## config.mk

```make
export PLATFORM = sky130hd
export DESIGN_NAME = vram_blit_ctrl_flat
export DESIGN_NICKNAME = d
export VERILOG_FILES = /design/src/rtl/vram_blit_ctrl_if.sv /design/src/rtl/vram_blit_ctrl.sv /design/src/flat_wrapper.sv
export SDC_FILE = /design/constraint.sdc
export NUM_CORES = 1
export LEC_CHECK = 0
export CAP_MARGIN = 40
export CORE_ASPECT_RATIO = 2
export CORE_UTILIZATION = 30
export DETAILED_ROUTE_END_ITERATION = 8
export HOLD_SLACK_MARGIN = 0.06
export SYNTH_ARGS = -nofsm -noshare
export SYNTH_HDL_FRONTEND = slang
export SYNTH_SLANG_ARGS = --single-unit
export TNS_END_PERCENT = 30
```

## constraint.sdc

```tcl
create_clock -name CLK -period 1.7 [get_ports CLK]
set_input_delay 0.255 -clock CLK [delete_from_list [all_inputs] [get_ports CLK]]
set_output_delay 0.255 -clock CLK [all_outputs]
set_load 0.1 [all_outputs]
```

## src/rtl/vram_blit_ctrl_if.sv

```systemverilog
`default_nettype none
// +----------------------------------------------------------------------------+
// | Module   : vram_blit_ctrl_if                                               |
// | Brief    : Command, Avalon-slave and VRAM port-A bundle of the blit engine |
// | Revision : 1.0                                                            |
// +----------------------------------------------------------------------------+
interface vram_blit_ctrl_if #(
  parameter int ADDR_W = 11
);
  logic              CMD_VALID;
  logic              CMD_READY;
  logic [1:0]        CMD_OP;
  logic [31:0]       CMD_PATTERN;
  logic              BUSY;
  logic              DONE;
  logic              AVL_SEL;
  logic              AVL_WE;
  logic [ADDR_W-1:0] AVL_ADDR;
  logic [3:0]        AVL_BE;
  logic [31:0]       AVL_WDATA;
  logic [ADDR_W-1:0] MEM_ADDR;
  logic [3:0]        MEM_BE;
  logic [31:0]       MEM_WDATA;
  logic              MEM_WREN;
  logic              MEM_RDEN;
  logic [31:0]       MEM_Q;

  // master is the system side: command source, Avalon decode and the VRAM itself
  modport master (
    output CMD_VALID, CMD_OP, CMD_PATTERN,
    output AVL_SEL, AVL_WE, AVL_ADDR, AVL_BE, AVL_WDATA,
    output MEM_Q,
    input  CMD_READY, BUSY, DONE,
    input  MEM_ADDR, MEM_BE, MEM_WDATA, MEM_WREN, MEM_RDEN
  );

  modport slave (
    input  CMD_VALID, CMD_OP, CMD_PATTERN,
    input  AVL_SEL, AVL_WE, AVL_ADDR, AVL_BE, AVL_WDATA,
    input  MEM_Q,
    output CMD_READY, BUSY, DONE,
    output MEM_ADDR, MEM_BE, MEM_WDATA, MEM_WREN, MEM_RDEN
  );
endinterface
`default_nettype wire

```

## src/rtl/vram_blit_ctrl.sv

```systemverilog
`default_nettype none
// +----------------------------------------------------------------------------+
// | Module   : vram_blit_ctrl                                                  |
// | Brief    : FILL/SCROLL sequencer for text VRAM; Avalon always wins port A  |
// | Revision : 1.0                                                            |
// +----------------------------------------------------------------------------+
module vram_blit_ctrl #(
  parameter int ROW_WORDS = 40,
  parameter int NUM_ROWS  = 30,
  parameter int RD_LAT    = 2,
  parameter int ADDR_W    = 11
) (
  input  logic           CLK,
  input  logic           RESET_N,
  vram_blit_ctrl_if.slave bus
);

  localparam int                c_LAT_W     = $clog2(RD_LAT + 1);
  localparam logic [ADDR_W-1:0] c_ROW       = ADDR_W'(ROW_WORDS);
  localparam logic [ADDR_W-1:0] c_LAST_WORD = ADDR_W'(ROW_WORDS * NUM_ROWS - 1);
  localparam logic [ADDR_W-1:0] c_LAST_COPY = ADDR_W'(ROW_WORDS * (NUM_ROWS - 1) - 1);
  localparam logic [c_LAT_W-1:0] c_LAT_LAST = c_LAT_W'(RD_LAT - 1);

  typedef enum logic [2:0] {
    S_IDLE    = 3'd0,
    S_FILL    = 3'd1,
    S_SC_RD   = 3'd2,
    S_SC_WAIT = 3'd3,
    S_SC_WR   = 3'd4,
    S_SC_TAIL = 3'd5,
    S_FIN     = 3'd6
  } state_t;

  state_t              r_state, w_state_nxt;
  logic [ADDR_W-1:0]   r_w, w_w_nxt;
  logic [c_LAT_W-1:0]  r_lat, w_lat_nxt;
  logic [31:0]         r_pattern;
  logic [31:0]         r_hold;
  logic                w_grant;
  logic                w_accept;
  logic                w_capture;
  logic                w_eng_wr;
  logic                w_eng_rd;
  logic [ADDR_W-1:0]   w_eng_addr;
  logic [31:0]         w_eng_wdata;

  // Reset also gates the engine so an aborted command writes nothing in the reset cycle
  assign w_grant  = RESET_N & ~bus.AVL_SEL;
  assign w_accept = bus.CMD_VALID & (r_state == S_IDLE);

  always_comb begin
    w_state_nxt = r_state;
    w_w_nxt     = r_w;
    w_lat_nxt   = r_lat;
    w_capture   = 1'b0;
    w_eng_wr    = 1'b0;
    w_eng_rd    = 1'b0;
    w_eng_addr  = r_w;
    w_eng_wdata = r_pattern;
    case (r_state)
      S_IDLE: begin
        if (w_accept) begin
          w_w_nxt = '0;
          case (bus.CMD_OP)
            2'b01:   w_state_nxt = S_FILL;
            2'b10:   w_state_nxt = S_SC_RD;
            default: w_state_nxt = S_FIN;
          endcase
        end
      end
      S_FILL, S_SC_TAIL: begin
        if (w_grant) begin
          w_eng_wr = 1'b1;
          if (r_w == c_LAST_WORD) w_state_nxt = S_FIN;
          else                    w_w_nxt     = r_w + ADDR_W'(1);
        end
      end
      S_SC_RD: begin
        w_eng_addr = r_w + c_ROW;
        if (w_grant) begin
          w_eng_rd = 1'b1;
          // MEM_Q is sampled on the RD_LAT-th edge, counting the edge that registers the read
          if (RD_LAT == 1) begin
            w_capture   = 1'b1;
            w_state_nxt = S_SC_WR;
          end else begin
            w_lat_nxt   = c_LAT_W'(1);
            w_state_nxt = S_SC_WAIT;
          end
        end
      end
      S_SC_WAIT: begin
        if (r_lat == c_LAT_LAST) begin
          w_capture   = 1'b1;
          w_state_nxt = S_SC_WR;
        end else begin
          w_lat_nxt = r_lat + c_LAT_W'(1);
        end
      end
      S_SC_WR: begin
        w_eng_wdata = r_hold;
        if (w_grant) begin
          w_eng_wr    = 1'b1;
          w_w_nxt     = r_w + ADDR_W'(1);
          w_state_nxt = (r_w == c_LAST_COPY) ? S_SC_TAIL : S_SC_RD;
        end
      end
      S_FIN:   w_state_nxt = S_IDLE;
      default: w_state_nxt = S_IDLE;
    endcase
  end

  always_ff @(posedge CLK) begin
    if (!RESET_N) begin
      r_state   <= S_IDLE;
      r_w       <= '0;
      r_lat     <= '0;
      r_pattern <= '0;
      r_hold    <= '0;
    end else begin
      r_state <= w_state_nxt;
      r_w     <= w_w_nxt;
      r_lat   <= w_lat_nxt;
      if (w_accept)  r_pattern <= bus.CMD_PATTERN;
      if (w_capture) r_hold    <= bus.MEM_Q;
    end
  end

  assign bus.CMD_READY = (r_state == S_IDLE);
  assign bus.BUSY      = (r_state != S_IDLE) && (r_state != S_FIN);
  assign bus.DONE      = (r_state == S_FIN);

  assign bus.MEM_ADDR  = bus.AVL_SEL ? bus.AVL_ADDR  : w_eng_addr;
  assign bus.MEM_BE    = bus.AVL_SEL ? bus.AVL_BE    : 4'hF;
  assign bus.MEM_WDATA = bus.AVL_SEL ? bus.AVL_WDATA : w_eng_wdata;
  assign bus.MEM_WREN  = bus.AVL_SEL ? bus.AVL_WE    : w_eng_wr;
  assign bus.MEM_RDEN  = bus.AVL_SEL ? ~bus.AVL_WE   : w_eng_rd;

endmodule
`default_nettype wire
```

## src/flat_wrapper.sv

```systemverilog
// flat-port wrapper written by rule: the top's interface ports become plain ports
module vram_blit_ctrl_flat 
#(
  parameter int ROW_WORDS = 40,
  parameter int NUM_ROWS  = 30,
  parameter int RD_LAT    = 2,
  parameter int ADDR_W    = 11
)
  (CLK, RESET_N, bus_CMD_VALID, bus_CMD_OP, bus_CMD_PATTERN, bus_AVL_SEL, bus_AVL_WE, bus_AVL_ADDR, bus_AVL_BE, bus_AVL_WDATA, bus_MEM_Q, bus_CMD_READY, bus_BUSY, bus_DONE, bus_MEM_ADDR, bus_MEM_BE, bus_MEM_WDATA, bus_MEM_WREN, bus_MEM_RDEN);
  vram_blit_ctrl_if #(.ADDR_W(ADDR_W)) bus_i ();
  input  logic CLK;
  input  logic RESET_N;
  input wire logic [$bits(bus_i.CMD_VALID)-1:0] bus_CMD_VALID;
  input wire logic [$bits(bus_i.CMD_OP)-1:0] bus_CMD_OP;
  input wire logic [$bits(bus_i.CMD_PATTERN)-1:0] bus_CMD_PATTERN;
  input wire logic [$bits(bus_i.AVL_SEL)-1:0] bus_AVL_SEL;
  input wire logic [$bits(bus_i.AVL_WE)-1:0] bus_AVL_WE;
  input wire logic [$bits(bus_i.AVL_ADDR)-1:0] bus_AVL_ADDR;
  input wire logic [$bits(bus_i.AVL_BE)-1:0] bus_AVL_BE;
  input wire logic [$bits(bus_i.AVL_WDATA)-1:0] bus_AVL_WDATA;
  input wire logic [$bits(bus_i.MEM_Q)-1:0] bus_MEM_Q;
  output wire logic [$bits(bus_i.CMD_READY)-1:0] bus_CMD_READY;
  output wire logic [$bits(bus_i.BUSY)-1:0] bus_BUSY;
  output wire logic [$bits(bus_i.DONE)-1:0] bus_DONE;
  output wire logic [$bits(bus_i.MEM_ADDR)-1:0] bus_MEM_ADDR;
  output wire logic [$bits(bus_i.MEM_BE)-1:0] bus_MEM_BE;
  output wire logic [$bits(bus_i.MEM_WDATA)-1:0] bus_MEM_WDATA;
  output wire logic [$bits(bus_i.MEM_WREN)-1:0] bus_MEM_WREN;
  output wire logic [$bits(bus_i.MEM_RDEN)-1:0] bus_MEM_RDEN;
  assign bus_i.CMD_VALID = bus_CMD_VALID;
  assign bus_i.CMD_OP = bus_CMD_OP;
  assign bus_i.CMD_PATTERN = bus_CMD_PATTERN;
  assign bus_i.AVL_SEL = bus_AVL_SEL;
  assign bus_i.AVL_WE = bus_AVL_WE;
  assign bus_i.AVL_ADDR = bus_AVL_ADDR;
  assign bus_i.AVL_BE = bus_AVL_BE;
  assign bus_i.AVL_WDATA = bus_AVL_WDATA;
  assign bus_i.MEM_Q = bus_MEM_Q;
  assign bus_CMD_READY = bus_i.CMD_READY;
  assign bus_BUSY = bus_i.BUSY;
  assign bus_DONE = bus_i.DONE;
  assign bus_MEM_ADDR = bus_i.MEM_ADDR;
  assign bus_MEM_BE = bus_i.MEM_BE;
  assign bus_MEM_WDATA = bus_i.MEM_WDATA;
  assign bus_MEM_WREN = bus_i.MEM_WREN;
  assign bus_MEM_RDEN = bus_i.MEM_RDEN;
  vram_blit_ctrl #(.ROW_WORDS(ROW_WORDS), .NUM_ROWS(NUM_ROWS), .RD_LAT(RD_LAT), .ADDR_W(ADDR_W)) u_core (.CLK(CLK), .RESET_N(RESET_N), .bus(bus_i));
endmodule
```

# --- After elaboration in Yosys (flattened, before gate mapping) ---
# Cells that the tools add are included.
# Widths: inputs -> output; s select.
classes:
  add_sub_neg: 3
  mul: 0
  n_div: 0
  magnitude_cmp: 0
  n_eq_ne: 20
  n_shift: 0
  muxes: 29
  bitwise_logic: 4
  n_reduce_logical: 10
ops:
  columns: ["operator", "count"]
  rows:
  - ["$mux 11", 6]
  - ["$mux 32", 2]
  - ["$pmux 11 s3", 1]
  - ["$eq 11x11->1 const B", 2]
  - ["$mux 3", 7]
  - ["$pmux 3 s5", 1]
  - ["$ne 2x1->1 const B", 6]
  - ["$add 11x1->11 const B", 1]
  - ["$add 11x6->11 const B", 1]
  - ["$eq 3x3->1 const B", 3]
  - ["$mux 1", 7]
  - ["$eq 3x2->1 const B", 2]
  - ["$pmux 3 s2", 1]
  - ["$reduce_and 6->1", 1]
  - ["$reduce_bool 3->1", 2]
  - ["$reduce_and 5->1", 1]
  - ["$eq 2x1->1 const B", 2]
  - ["$mux 2", 2]
  - ["$mux 4", 1]
  - ["$ne 2x2->1 const B", 2]
  - ["$pmux 2 s2", 1]
  - ["$eq 3x1->1 const B", 1]
  - ["$logic_not 3->1", 1]
  - ["$ne 3x3->1 const B", 1]
  - ["9 further kinds", 11]
word_totals:
  register_bits: 80
  latch_bits: 0
  ram_bits: 0
  romBits: 0
  output_inout_bits: 52
  elab_cells: 71
  mem_count: 0

# --- Logic depth before layout (Yosys ltp) ---
depth:
  depth_word: 5
  mapped_depth: 7
  ltp_nobuf: 6

# --- Worst setup path before layout ---
# No wires, ideal clock.
synth_path:
  path_kind: "flip-flop to output port"
  from: "register u_core.r_state[2]"
  to: "output bus_BUSY"
  arrival_time_ns: 3.895
  t_required_ns: 1.445
  setup_slack_ns: -2.450
  path_stages_with_launch: 4
  n_path_buf: 1
  cell_sequence: "dfxtp_1 buf_2 nor3_1 nor2_1"
synth_via:
  elab_chain_cells: 2
synth_lines:
  columns: ["item", "line_no", "text"]
  rows:
  - ["start, declared", "vram_blit_ctrl.sv:34", "state_t r_state, w_state_nxt;"]
  - ["start signal, assigned", "vram_blit_ctrl.sv:121", "r_state <= w_state_nxt;"]
  - ["$ne 3x3->1 or $reduce_bool 3->1 (tied branches)", "vram_blit_ctrl.sv:130", "assign bus.BUSY = (r_state != S_IDLE) && (r_state != S_FIN);"]
  - ["$logic_and 1x1->1 *", "vram_blit_ctrl.sv:130", null]
  - ["end, declared", "flat_wrapper.sv:23", "output wire logic [$bits(bus_i.BUSY)-1:0] bus_BUSY;"]
# Mark *: on every way between the ends. The rest lies on a longest branch, timed or not.

# --- Worst setup path in the final report ---
layout_path:
  from: "register u_core.r_state[0]"
  to: "output bus_MEM_ADDR[7]"
layout_via:
  elab_chain_cells: 3
layout_lines:
  columns: ["item", "line_no", "text"]
  rows:
  - ["$eq 3x2->1", "vram_blit_ctrl.sv:60", "case (r_state)"]
  - ["$mux 11", "vram_blit_ctrl.sv:60", null]
  - ["$mux 11", "vram_blit_ctrl.sv:133", "assign bus.MEM_ADDR = bus.AVL_SEL ? bus.AVL_ADDR : w_eng_addr;"]
  - ["end, declared", "flat_wrapper.sv:25", "output wire logic [$bits(bus_i.MEM_ADDR)-1:0] bus_MEM_ADDR;"]
# Every way passes these cells.

==> impl_metrics.json <==
{
  "outcome": "complete, but fails checks",
  "violations": "setup timing",
  "timing.rr.start": "u_core.r_w[0]",
  "yosysSeqAreaShare_pct": 36.9,
  "detailedPlace.worstSlack_ns": -0.596,
  "antenna_left": 0,
  "io_pins": 170,
  "ys_types": 54,
  "design.die.area_um2": 15000,
  "p_leak_nw": 3.07,
  "routed_wl_um": 15500,
  "rsz0062_at_grt": "true",
  "synthToLayoutAreaGrowth_pct": 96.5,
  "yosys_register_bits": 80,
  "tightest_slew_ns": 0.456,
  "min_from": "u_core.r_pattern[13]",
  "ff2ff_path_depth": 6,
  "layout-drive-gt1-share_pct": 32.8,
  "crit_fanout": 9,
  "wl_per_cell_um": 15.6,
  "slew_viol_final": 0,
  "cts_buffers": 9,
  "yosysTopAreaCellShare_pct": 36.9,
  "grt.met3_usage_pct": 2.82,
  "whs_path_depth": 2,
  "min_period_over_period_pct": 124,
  "yosys_warnings": 0,
  "synth_nets": 707,
  "grt.busiest_layer": "met2",
  "p_int_mw": 6.02,
  "min_to": "u_core.r_pattern[13]",
  "drc": 0,
  "hp-class": "flip-flop to flip-flop",
  "antenna_found_initial": 2,
  "syn_area_per_cell_um2": 7.43,
  "synthArstFlopShare_pct": 0,
  "slew_headroom_pct": 69.5,
  "clock_sinks": 80,
  "critPathCaptureType": "primary output",
  "p_comb_share_pct": 60.3,
  "core_um2": 14000,
  "critPathLaunch": "u_core.r_state[0]",
  "grt_pass1_vias": 5003,
  "clkTransAtPathRegs_ns": 0.06,
  "nets": 917,
  "reg2reg_to": "u_core.r_state[2]",
  "start_util_pct": 30.9,
  "vias": 4868,
  "r2r_setup_slack_ns": -0.05,
  "powerDensity_nw_per_um2": 1250,
  "via_per_inst": 4.92,
  "ir_drop_v": 0.000827,
  "clk_latency_ns": 0.34,
  "max_cap_violations": 0,
  "yosysTopAreaCell": "dfxtp_1",
  "period_needed_ns": 2.11,
  "io_buffers": 169,
  "use_met1_pct": 19.4,
  "clock-root-buffer": "clkbuf_16",
  "fin_hold_ws_ns": 0.455,
  "grt_max_degree": 42,
  "fmax_ghz": 0.474,
  "die_w_um": 87.0,
  "synthFlopType": "dfxtp_1",
  "dr.first_iter.drc_count": 188,
  "overflow": 0,
  "clock_path_buffers": 2,
  "grtUsageTotal_pct": 21.1,
  "synthTopCellsByArea": "dfxtp_1 37%, nand2_1 16%, mux2i_1 9.2%, a21oi_1 7.8%, o21ai_0 5.2%",
  "synthCells": 584,
  "setup_viol": 49,
  "first_pass_iters": 4,
  "cts_tree": "yes",
  "p_switching_mw": 4.64,
  "hpwl_um": 11800,
  "synth_edf_count": 0,
  "fin_skew_ns": 0.00974,
  "path_class": "flip-flop to primary output",
  "p_clk_share_pct": 17.8,
  "worstPathArrival_ns": 1.86,
  "seqPwrFrac_pct": 21.9,
  "start_kind": "flip-flop",
  "die_h_um": 172,
  "syn-cell-area_um2": 4340,
  "required_ns": 1.44,
  "finalHoldViolations": 0,
  "fin_ws_ns": -0.411,
  "swShare_pct": 43.5,
  "layout_common_cells": "186 x nand2_1, 116 x clkdlybuf4s50_1, 71 x dfxtp_1, 67 x a21oi_1",
  "fillers": 1241,
  "htreeDepth": 3,
  "final_common_cell": "nand2_1",
  "gr-usage-met2_pct": 43.3,
  "rows": 61,
  "grt_pass1_wl_um": 24100,
  "gp_congestion": 0.851
}
[cell usage after synthesis (all sizes together) (3+ instances only)]
cell / number
o21ai: 46
inv: 5
clkbuf: 27
nor2: 10
nor2b: 4
nand3: 9
mux2i: 40
nor4: 5
xnor2: 6
nand2: 186
or2: 3
o22ai: 3
and2: 3
a21oi: 68
buf: 23
o2bb2ai: 3
mux2: 5
nand4: 7
ha: 5
nor3: 8
and4: 5
nand2b: 6
dfxtp: 80
[area by class of cell]
cell class,instances,area (µm²),share of cell area [%]
Clock inverter,6,57.6,0.675
Clock buffer,10,239,2.80
Sequential cell,80,1620,19.0
Tap cell,189,236,2.77
Antenna cell,2,5.00,0.0587
Timing Repair Buffer,249,2980,34.9
Inverter,6,22.5,0.264
Multi-Input combinational cell,448,3370,39.5
[critical path, stage by stage (launching register included)]
cell	delay, ns
dfxtp_4	0.36
or3b_1	0.36
buf_6	0.16
nor2_1	0.19
xnor2_2	0.10
o21ai_4	0.15
buf_12	0.19
[power groups by stage]
stage | sequential [mW] | combinational (mW) | clock, mW
2_1_floorplan | 2.26 | 3.65 | 0
3_3_place_gp | 2.30 | 5.61 | 0
3_5_place_dp | 2.31 | 5.66 | 0
4_1_cts | 2.32 | 6.32 | 1.95
5_1_grt | 2.36 | 6.76 | 2.03
6_report | 2.34 | 6.43 | 1.90
[cells by family after synthesis]
family | Yosys count | share of synthesized area [%]
AND/OR/NAND/NOR | 253 | 26.0
AO/OA/AOI/OAI | 138 | 17.7
flip-flops | 80 | 36.9
buffers and inverters | 56 | 6.00
multiplexers | 45 | 10.5
XOR/XNOR | 7 | 1.41
adder cells (fa/ha/maj) | 5 | 1.44
[per-stage QoR]
stage | TNS [ns] | instances | area [µm²] | utilization, % | power (mW)
after floorplan | -22.14 | 584 | 4910 | - | 5.92
after global placement | -11.90 | 969 | 7740 | 55.1 | 7.91
after detailed placement | -13.80 | 969 | 7740 | 55.1 | 7.97
after CTS | -15.14 | 993 | 8420 | 60.0 | 10.6
after global routing | -17.88 | 990 | 8520 | 60.7 | 11.2
final | -14.38 | 990 | 8520 | 60.7 | 10.7
[registers in the layout, indices dropped and copies added (netlist names)]
signal and cells:
u_core.r_lat 2, u_core.r_pattern 32, u_core.r_state 3, u_core.r_w 11
u_core.r_hold 32
[worst max-delay path by stage]
stage | cells past startpoint | slack [ns] | to
after global placement | 6 | -0.55 | u_core.r_w[5]
after CTS | 6 | -0.41 | bus_MEM_ADDR[8]
after floorplan | 7 | -0.34 | u_core.r_pattern[10]
after detailed placement | 6 | -0.60 | u_core.r_w[5]
final | 6 | -0.41 | bus_MEM_ADDR[7]
after global routing | 6 | -0.48 | bus_MEM_ADDR[7]
[routing by layer]
| layer | wire length, µm | share of wire [%] | up-vias |
|---|---|---|---|
| li1 | - | - | 2433 |
| met1 | 5160 | 33 | 2249 |
| met2 | 9220 | 60 | 155 |
| met3 | 573 | 3.7 | 31 |
| met4 | 539 | 3.5 | 0 |
| met5 | 0 | 0 | - |
[timing repair]
item,in CTS,in global routing
buffers inserted,6,2
resized for setup,57,32
cloned,2,1
endpoints found under the setup margin,72,66
hold buffers,0,0
pin swaps,9,11
Note: power is estimated with default switching activity, not from simulation.
